### src/rtl/reorder_buffer.sv
// In-order commit buffer: allocates entries at dispatch, captures CDB results,
// and retires the head entry to the register file, the store path or a flush.
module reorder_buffer #(
    parameter int XLEN           = 32,
    parameter int REG_CNT_WIDTH  = 5,
    parameter int ROB_SIZE_WIDTH = 3
) (
    input  logic                      clk_i,
    input  logic                      rst_ni,
    input  logic                      rdy_i,
    input  logic                      stall_i,
    input  logic                      dec_ready_i,
    input  logic [1:0]                dec_kind_i,
    input  logic [REG_CNT_WIDTH-1:0]  dec_rd_i,
    input  logic                      cdb_valid_i,
    input  logic [ROB_SIZE_WIDTH-1:0] cdb_id_i,
    input  logic [XLEN-1:0]           cdb_val_i,
    input  logic                      cdb_mispredict_i,
    input  logic [XLEN-1:0]           cdb_target_i,
    input  logic [ROB_SIZE_WIDTH-1:0] q1_id_i,
    input  logic [ROB_SIZE_WIDTH-1:0] q2_id_i,
    output logic                      q1_ready_o,
    output logic                      q2_ready_o,
    output logic [XLEN-1:0]           q1_val_o,
    output logic [XLEN-1:0]           q2_val_o,
    output logic                      rob_full_o,
    output logic [ROB_SIZE_WIDTH-1:0] rob_head_id_o,
    output logic [ROB_SIZE_WIDTH-1:0] rob_tail_id_o,
    output logic                      rob_rf_enable_o,
    output logic [REG_CNT_WIDTH-1:0]  rob_rf_rd_o,
    output logic [XLEN-1:0]           rob_rf_val_o,
    output logic                      rob_store_commit_o,
    output logic [ROB_SIZE_WIDTH-1:0] rob_store_id_o,
    output logic                      flush_o,
    output logic [XLEN-1:0]           flush_pc_o
);

    localparam int N = 1 << ROB_SIZE_WIDTH;
    localparam logic [ROB_SIZE_WIDTH:0] FULL_CNT = (ROB_SIZE_WIDTH+1)'(N);

    localparam logic [1:0] KIND_REG = 2'd0;
    localparam logic [1:0] KIND_BR  = 2'd1;
    localparam logic [1:0] KIND_ST  = 2'd2;

    logic [N-1:0]             busy_q;
    logic [N-1:0]             ready_q;
    logic [N-1:0]             mis_q;
    logic [1:0]               kind_q [N];
    logic [REG_CNT_WIDTH-1:0] rd_q   [N];
    logic [XLEN-1:0]          val_q  [N];
    logic [XLEN-1:0]          tgt_q  [N];

    logic [ROB_SIZE_WIDTH-1:0] head_q, head_d;
    logic [ROB_SIZE_WIDTH-1:0] tail_q, tail_d;
    logic [ROB_SIZE_WIDTH:0]   count_q, count_d;

    logic                      rf_en_q, rf_en_d;
    logic [REG_CNT_WIDTH-1:0]  rf_rd_q, rf_rd_d;
    logic [XLEN-1:0]           rf_val_q, rf_val_d;
    logic                      st_q, st_d;
    logic [ROB_SIZE_WIDTH-1:0] st_id_q, st_id_d;
    logic                      flush_q, flush_d;
    logic [XLEN-1:0]           flush_pc_q, flush_pc_d;

    logic       full;
    logic       disp_en;
    logic       wb_en;
    logic       commit_en;
    logic       mis_commit;
    logic [1:0] dec_kind_n;
    logic       q1_hit;
    logic       q2_hit;

    always_comb begin
        full       = (count_q == FULL_CNT);
        dec_kind_n = (dec_kind_i == 2'd3) ? KIND_REG : dec_kind_i;
        disp_en    = rdy_i & dec_ready_i & ~stall_i & ~full & ~flush_q;
        wb_en      = rdy_i & cdb_valid_i & ~flush_q & busy_q[cdb_id_i];
        commit_en  = rdy_i & busy_q[head_q] & ready_q[head_q] & ~flush_q;
        mis_commit = commit_en & mis_q[head_q] & (kind_q[head_q] == KIND_BR);

        rf_en_d    = 1'b0;
        rf_rd_d    = '0;
        rf_val_d   = '0;
        st_d       = 1'b0;
        st_id_d    = '0;
        flush_d    = 1'b0;
        flush_pc_d = '0;

        if (commit_en) begin
            case (kind_q[head_q])
                KIND_ST: begin
                    st_d    = 1'b1;
                    st_id_d = head_q;
                end
                KIND_BR: begin
                    if (mis_q[head_q]) begin
                        flush_d    = 1'b1;
                        flush_pc_d = tgt_q[head_q];
                    end
                end
                default: begin
                    rf_en_d  = 1'b1;
                    rf_rd_d  = rd_q[head_q];
                    rf_val_d = val_q[head_q];
                end
            endcase
        end

        head_d  = head_q + ROB_SIZE_WIDTH'(commit_en);
        tail_d  = tail_q + ROB_SIZE_WIDTH'(disp_en);
        count_d = count_q + (ROB_SIZE_WIDTH+1)'(disp_en) - (ROB_SIZE_WIDTH+1)'(commit_en);

        // A mispredicted branch squashes everything, including a same-cycle dispatch.
        if (mis_commit) begin
            head_d  = '0;
            tail_d  = '0;
            count_d = '0;
        end
    end

    always_ff @(posedge clk_i or negedge rst_ni) begin
        if (!rst_ni) begin
            busy_q     <= '0;
            ready_q    <= '0;
            mis_q      <= '0;
            for (int i = 0; i < N; i++) begin
                kind_q[i] <= '0;
                rd_q[i]   <= '0;
                val_q[i]  <= '0;
                tgt_q[i]  <= '0;
            end
            head_q     <= '0;
            tail_q     <= '0;
            count_q    <= '0;
            rf_en_q    <= 1'b0;
            rf_rd_q    <= '0;
            rf_val_q   <= '0;
            st_q       <= 1'b0;
            st_id_q    <= '0;
            flush_q    <= 1'b0;
            flush_pc_q <= '0;
        end else if (rdy_i) begin
            head_q     <= head_d;
            tail_q     <= tail_d;
            count_q    <= count_d;
            rf_en_q    <= rf_en_d;
            rf_rd_q    <= rf_rd_d;
            rf_val_q   <= rf_val_d;
            st_q       <= st_d;
            st_id_q    <= st_id_d;
            flush_q    <= flush_d;
            flush_pc_q <= flush_pc_d;

            if (mis_commit) begin
                busy_q  <= '0;
                ready_q <= '0;
            end else begin
                if (disp_en) begin
                    busy_q[tail_q]  <= 1'b1;
                    ready_q[tail_q] <= 1'b0;
                    kind_q[tail_q]  <= dec_kind_n;
                    rd_q[tail_q]    <= (dec_kind_n == KIND_REG) ? dec_rd_i : '0;
                end
                if (wb_en) begin
                    ready_q[cdb_id_i] <= 1'b1;
                    val_q[cdb_id_i]   <= cdb_val_i;
                    mis_q[cdb_id_i]   <= cdb_mispredict_i;
                    tgt_q[cdb_id_i]   <= cdb_target_i;
                end
                if (commit_en) begin
                    busy_q[head_q]  <= 1'b0;
                    ready_q[head_q] <= 1'b0;
                end
            end
        end
    end

    // Operand bypass: a result on the CDB this cycle is visible before it is latched.
    always_comb begin
        q1_hit     = cdb_valid_i & ~flush_q & busy_q[cdb_id_i] & (cdb_id_i == q1_id_i);
        q2_hit     = cdb_valid_i & ~flush_q & busy_q[cdb_id_i] & (cdb_id_i == q2_id_i);
        q1_ready_o = q1_hit | (busy_q[q1_id_i] & ready_q[q1_id_i]);
        q2_ready_o = q2_hit | (busy_q[q2_id_i] & ready_q[q2_id_i]);
        q1_val_o   = q1_hit ? cdb_val_i : val_q[q1_id_i];
        q2_val_o   = q2_hit ? cdb_val_i : val_q[q2_id_i];
    end

    assign rob_full_o         = full;
    assign rob_head_id_o      = head_q;
    assign rob_tail_id_o      = tail_q;
    assign rob_rf_enable_o    = rf_en_q;
    assign rob_rf_rd_o        = rf_rd_q;
    assign rob_rf_val_o       = rf_val_q;
    assign rob_store_commit_o = st_q;
    assign rob_store_id_o     = st_id_q;
    assign flush_o            = flush_q;
    assign flush_pc_o         = flush_pc_q;

endmodule

### config.mk
export PLATFORM = sky130hd
export DESIGN_NAME = reorder_buffer
export DESIGN_NICKNAME = d
export VERILOG_FILES = /design/src/rtl/reorder_buffer.sv
export SDC_FILE = /design/constraint.sdc
export NUM_CORES = 1
export LEC_CHECK = 0
export BUFFER_PORTS_ARGS = -buffer_cell sky130_fd_sc_hd__buf_2
export CAP_MARGIN = 10
export CORE_MARGIN = 8
export CORE_UTILIZATION = 50
export CTS_CLUSTER_SIZE = 12
export DETAILED_ROUTE_END_ITERATION = 7
export PLACE_DENSITY = 0.68
export SETUP_SLACK_MARGIN = 0.15
export SLEW_MARGIN = 30
export SYNTH_ARGS = -nofsm -noshare
export SYNTH_HDL_FRONTEND = slang
export SYNTH_SLANG_ARGS = --single-unit
### constraint.sdc
create_clock -name clk_i -period 4.65 [get_ports clk_i]
set_input_delay 0.2325 -clock clk_i [delete_from_list [all_inputs] [get_ports clk_i]]
set_output_delay 0.2325 -clock clk_i [all_outputs]
set_load 0.05 [all_outputs]
* Yosys cells after proc, flatten, opt, wreduce, memory -nomap -nowiden
Cells that the tools add are included.
** Cells by class
- Bitwise operators :: 36
- Shifts and indexed selects :: 0
- $lt $le $gt $ge :: 15
- Reductions and logical operators :: 9
- Multipliers :: 0
- Eq/ne operators :: 6
- Muxes and demuxes :: 87
- Div/mod/pow operators :: 0
- $add $sub $neg :: 4
** Operators by type and width (number)
- $bwmux W256 :: 2
- $mux W32 :: 16
- $bmux W32 S3 :: 4
- $mux W8 :: 13
- $demux W32 S3 :: 1
- $bwmux W40 :: 1
- $mux W5 :: 6
- $and A8 B8 Y8 :: 3
- $bmux W1 S3 :: 8
- $ge A4 B4 Y1 const B :: 5
- $lt A3 B4 Y1 const B :: 5
- $not A3 Y4 :: 5
- $and A1 B1 Y1 :: 18
- $mux W1 :: 18
- $bwmux W16 :: 1
- $not A8 Y8 :: 2
- $or A8 B8 Y8 :: 2
- $bmux W5 S3 :: 1
- $demux W5 S3 :: 1
- $mux W3 :: 4
- $demux W1 S3 :: 3
- $ge A3 B1 Y1 const B :: 3
- $bwmux W8 :: 1
- $lt A4 B1 Y1 const B :: 2
- 17 further kinds :: 32
** Word-level totals
- Output and inout bits :: 148
- Word-level logic and storage cells :: 202
- Bits of input ports :: 87
- Bits in writable memories :: 0
- ROM bits :: 0
- Memories :: 0
- Bits in registers :: 677
- Bits in latches :: 0

* Logic depth before layout (Yosys ltp)
- Word-level depth :: 16
- Gate-level depth with buffers :: 17
- Depth with buffers taken out :: 13

* Least setup slack after synthesis
Ideal clock, no wire load.
- Path type :: reg2reg
- Start point :: reg head_q[2], in the netlist rob_head_id_o[2]
- End point :: reg val_q[114] (netlist bit)
- Cell stages (with the launch flop) :: 16
- Buffers on the path :: 9
- Setup slack :: 798 ps
- Data arrival time :: 3725 ps
- Cells stage by stage :: dfrtp_1 > clkbuf_1 > buf_2 > buf_1 > buf_2 > buf_1 > nand2_1 > and3_1 > ha_1 > and4_4 > buf_6 > buf_6 > nor2_4 > buf_6 > buf_8 > mux2_1
** Between the ends
- Cells in the longest elaborated chain, start to end :: 9
** RTL lines
- from (decl) :: line 53 : logic [ROB_SIZE_WIDTH-1:0] head_q, head_d;
- from (signal assigned) :: line 133 : head_q <= '0;
- from (signal assigned) :: line 144 : head_q <= head_d;
- $bmux W1 S3 :: line 79 : commit_en = rdy_i & busy_q[head_q] & ready_q[head_q] & ~flush_q;
- $mux W1 (implied by the code) :: line 79
- $and A1 B1 Y1 (3 in series) :: line 79
- $and A1 B1 Y1 :: line 80 : mis_commit = commit_en & mis_q[head_q] & (kind_q[head_q] == KIND_BR);
- $and A1 B1 Y1 (*) :: line 80
- $not A1 Y1 (no source line) (*)
- $reduce_and A3 Y1 (no source line) (*)
- to (signal, indexed assignment) :: line 167 : val_q[cdb_id_i] <= cdb_val_i;
- to (decl) :: line 50 : logic [XLEN-1:0] val_q [N];
Every way passes the cells marked *; elsewhere a longest branch is shown, timed or not. The select of a mux whose other input is x is not followed.
A chain may end at the register's enable or synchronous reset.

* Final worst setup path
- Start point :: reg head_q[0], in the netlist rob_head_id_o[0]
- End point :: reg kind_q[2] (netlist bit)
** Between the ends
- Cells in the longest elaborated chain, start to end :: 9
** RTL lines
- $bmux W1 S3 :: line 79
- $mux W1 (implied by the code) :: line 79
- $and A1 B1 Y1 (3 in series) :: line 79
- $and A1 B1 Y1 :: line 80
- $and A1 B1 Y1 (*) :: line 80
- $not A1 Y1 (no source line) (*)
- $reduce_and A3 Y1 (no source line) (*)
- to (signal, indexed assignment) :: line 162 : kind_q[tail_q] <= dec_kind_n;
- to (decl) :: line 48 : logic [1:0] kind_q [N];
Marks and branches as above.

==> results_dict.tcl <==
set metrics [dict create \
    status "finished clean" \
    syn-num-nets 2732 \
    final.min_clock_period_ns 4.110 \
    via_per_inst 6.493 \
    worstPathBufferInverterCount 2 \
    async_flop_share_pct 100.0 \
    peakVddDrop_mv 0.3049 \
    final_cells 3829 \
    globalplace.congestion 0.8905 \
    worst-slew-pin-transition_ns 1.005 \
    syn2layout_area_growth_pct 14.12 \
    whs_ns 0.02148 \
    leak_pwr_nw 17.70 \
    post-route-worst-setup-slack_ns 0.5396 \
    maximum_number_of_pins_on_one_net_before_global_route_repair 132 \
    port-buffer-count 234 \
    drive_gt1_share_pct 37.02 \
    cellPowerDensity_nw_per_um2 615.2 \
    layout.filler_cells 5532 \
    synthesis.area_um2 34790 \
    max_freq_mhz 243.3 \
    hpwlAfterDp_um 66920 \
    post-route-drc-count 0 \
    ctsHtreeMaxLevel 3 \
    die_area_um2 78280 \
    wl_um 106900 \
    vias 24860 \
    num-nets-final 2943 \
    core.rowCount 96 \
    worst_hold_path_type "in2reg" \
    global_route_wire_length_before_repair_um 163900 \
    yosysSeqAreaShare_pct 48.69 \
    final-hold-violation-count 0 \
    crit_family "simple AND/OR/NAND/NOR gates" \
    path_cells "nor2b_1, and2_1, a22oi_1, and4_1, inv_1, ha_1, and4_4, buf_4, or2_1, mux2_4" \
    synth_edf_count 0 \
    crit_path_start_kind "flop" \
    setup_tns_ns 0 \
    core-area_um2 68710 \
    die-height_um 279.8 \
    crit_slowest_cell "dfrtp_4" \
    detail-route-antenna-nets 0 \
    unrepaired_setup_endpoints_after_global_routing "no" \
    io_pins 235 \
    worst_path_clk_slew_ns 0.06 \
    chipWidth_um 279.8 \
    preCtsSetupSlack_ns 0.6220 \
    post_cts_resized 0 \
    ys_ff_latch 677 \
    critPathMaxStageDelay_ns 0.66 \
    slew_headroom_pct 32.91 \
    maxCapViolCount 0 \
    cts_buffers 74 \
    cts.path.max_buffers 3 \
    timing.final.setup_violations 0 \
    insertion_delay_ns 0.63 \
    tritoncts_clock_tree "built" \
    clock-root-buffer "clkbuf_16" \
    setup.worst_path.end_class "flop" \
    clock_sinks 677 \
    synthesis.area_per_instance_um2 13.22 \
    timing_max_transition_violations_final 0 \
    crit_required_ns 5.15 \
    path_class "reg2reg" \
    yosysWarnings 0 \
    number_of_antenna_violations_at_the_first_check_in_global_routing 12 \
    start_util_pct 50.64 \
    grt_pass1_vias 25870 \
    cts_setup_buffers 0 \
    critical_path_peak_fanout 63 \
    synth_top_flop_cell "dfrtp_1" \
    drtIter0Drc 2564 \
    drt-wirelength-per-cell_um 27.93 \
    dp.cells 3630 \
    grt.total_usage_pct 27.11 \
    gr-total-overflow 0 \
    post_synth_num_cell_types 69 \
    finalClockSkew_ns 0.02033 \
    firstDrtPassIters 5 \
    cp.arrival_ns 4.61 \
    finalCritPeriodShare_pct 88.40 \
    synth_cells 2631 \
]
[layout make-up]
class                      instances  area (um2)  share of cell area (%)
timing repair buffer             379        2656                   6.690
tap                              931        1165                   2.934
multi-input combinational       1683       16520                   41.60
antenna                            8       20.02                 0.05042
clock inverter                    13       130.1                  0.3277
sequential                       677       16950                   42.69
inverter                          27       102.6                  0.2584
clock buffer                     111        2162                   5.445
[cell families (layout without fill, tap and decap cells)]
| logic type | after synthesis | count (layout) | share of synthesized area, % |
|---|---|---|---|
| adders and majority gates | 14 | 14 | 0.5250 |
| other | 0 | 8 | 0 |
| xor gates and xnor gates | 10 | 10 | 0.2517 |
| muxes | 856 | 856 | 32.61 |
| DFF | 677 | 677 | 48.69 |
| and+or+nand+nor | 288 | 288 | 3.837 |
| AOI/OAI and AO/OA | 515 | 515 | 10.08 |
| buffers and inverters | 271 | 530 | 4.006 |
[through the flow]
step                cell area, um2  power, mW  util (%)
global placement             36700      18.34     53.42
finish                       39710      24.43     57.79
floorplan                    34790      15.43         -
global route                 39700      25.53     57.78
detailed placement           36700      18.69     53.42
CTS                          39660      24.43     57.72
[layout by cell type (no fill, tap or decap), drive strengths merged, types with 10 or more instances in the layout]
| master | synthesis | layout |
|---|---|---|
| a21oi | 61 | 61 |
| a221oi | 52 | 52 |
| a22o | 24 | 24 |
| a22oi | 21 | 21 |
| buf | 124 | 313 |
| clkbuf | 120 | 111 |
| dfrtp | 677 | 677 |
| dlygate4sd3 | 0 | 66 |
| ha | 13 | 13 |
| inv | 26 | 30 |
| mux2 | 599 | 599 |
| mux2i | 107 | 107 |
| mux4 | 150 | 150 |
| nand2 | 132 | 132 |
| nand2b | 10 | 10 |
| nand3 | 18 | 18 |
| nor2 | 72 | 72 |
| o21ai | 154 | 154 |
| o221ai | 38 | 38 |
| o22ai | 69 | 69 |
| o2bb2ai | 55 | 55 |
[sequential cells by signal (all words and copies together), names as in the netlist]
name / count
rob_rf_val_o: 32
rob_head_id_o: 3
ready_q: 8
val_q: 256
rob_rf_enable_o: 1
rob_rf_rd_o: 5
mis_q: 8
busy_q: 8
rob_store_commit_o: 1
tgt_q: 256
rob_tail_id_o: 3
rob_store_id_o: 3
flush_pc_o: 32
flush_o: 1
rd_q: 40
count_q: 4
kind_q: 16
[report_power, final]
part | internal [mW] | switching (mW)
Sequential | 7.62 | 1.47
Clock | 3.26 | 2.38
Combinational | 4.01 | 5.69
[worst register-to-register path: stages (launching register included)]
cell	delay, ns
dfrtp_4	0.66
nor2b_1	0.64
and2_1	0.25
a22oi_1	0.07
and4_1	0.18
inv_1	0.07
ha_1	0.20
and4_4	0.41
buf_4	0.67
or2_1	0.50
mux2_4	0.34
[worst paths after layout]
kind	depth (start not counted)	endpoint	startpoint	slack, ns
min	2	val_q[171]	cdb_val_i[11]	0.02
max reg2reg	10	kind_q[2]	rob_head_id_o[0]	0.54
max in group asynchronous	4	tgt_q[29]	rst_ni	3.06
max	10	kind_q[2]	rob_head_id_o[0]	0.54
min reg2reg	1	rob_rf_val_o[1]	rob_rf_val_o[1]	0.48
min in group asynchronous	2	val_q[251]	rst_ni	0.13
[timing repair]
item,4_1_cts,5_1_grt
endpoints found under the hold margin,563,0
setup endpoints to repair,0,0
hold buffers,66,0
[Yosys cell counts (all sizes together) (9+ instances only)]
library cell	number	area share (%)
a21oi	61	0.88
a221oi	52	1.3
a22o	24	0.60
a22oi	21	0.45
and2	9	0.16
buf	124	2.4
clkbuf	120	1.3
dfrtp	677	49
ha	13	0.47
inv	26	0.28
mux2	599	20
mux2i	107	3.1
mux4	150	9.7
nand2	132	1.4
nand2b	10	0.18
nand3	18	0.26
nor2	72	0.90
o21ai	154	2.2
o221ai	38	0.96
o22ai	69	1.2
o2bb2ai	55	1.4
or2	9	0.16
[layer usage]
layer | up-vias | part of all wire [%] | GRT usage [%] | wire, um
met5 | - | 0.022 | 0 | 23
met4 | 4 | 3.8 | 9.935 | 4038
met3 | 262 | 7.5 | 5.434 | 8037
met2 | 1142 | 48 | 44.38 | 51810
met1 | 13050 | 40 | 35.74 | 43030
li1 | 10410 | - | - | -
No activity file was read; power rests on OpenSTA's default activity.
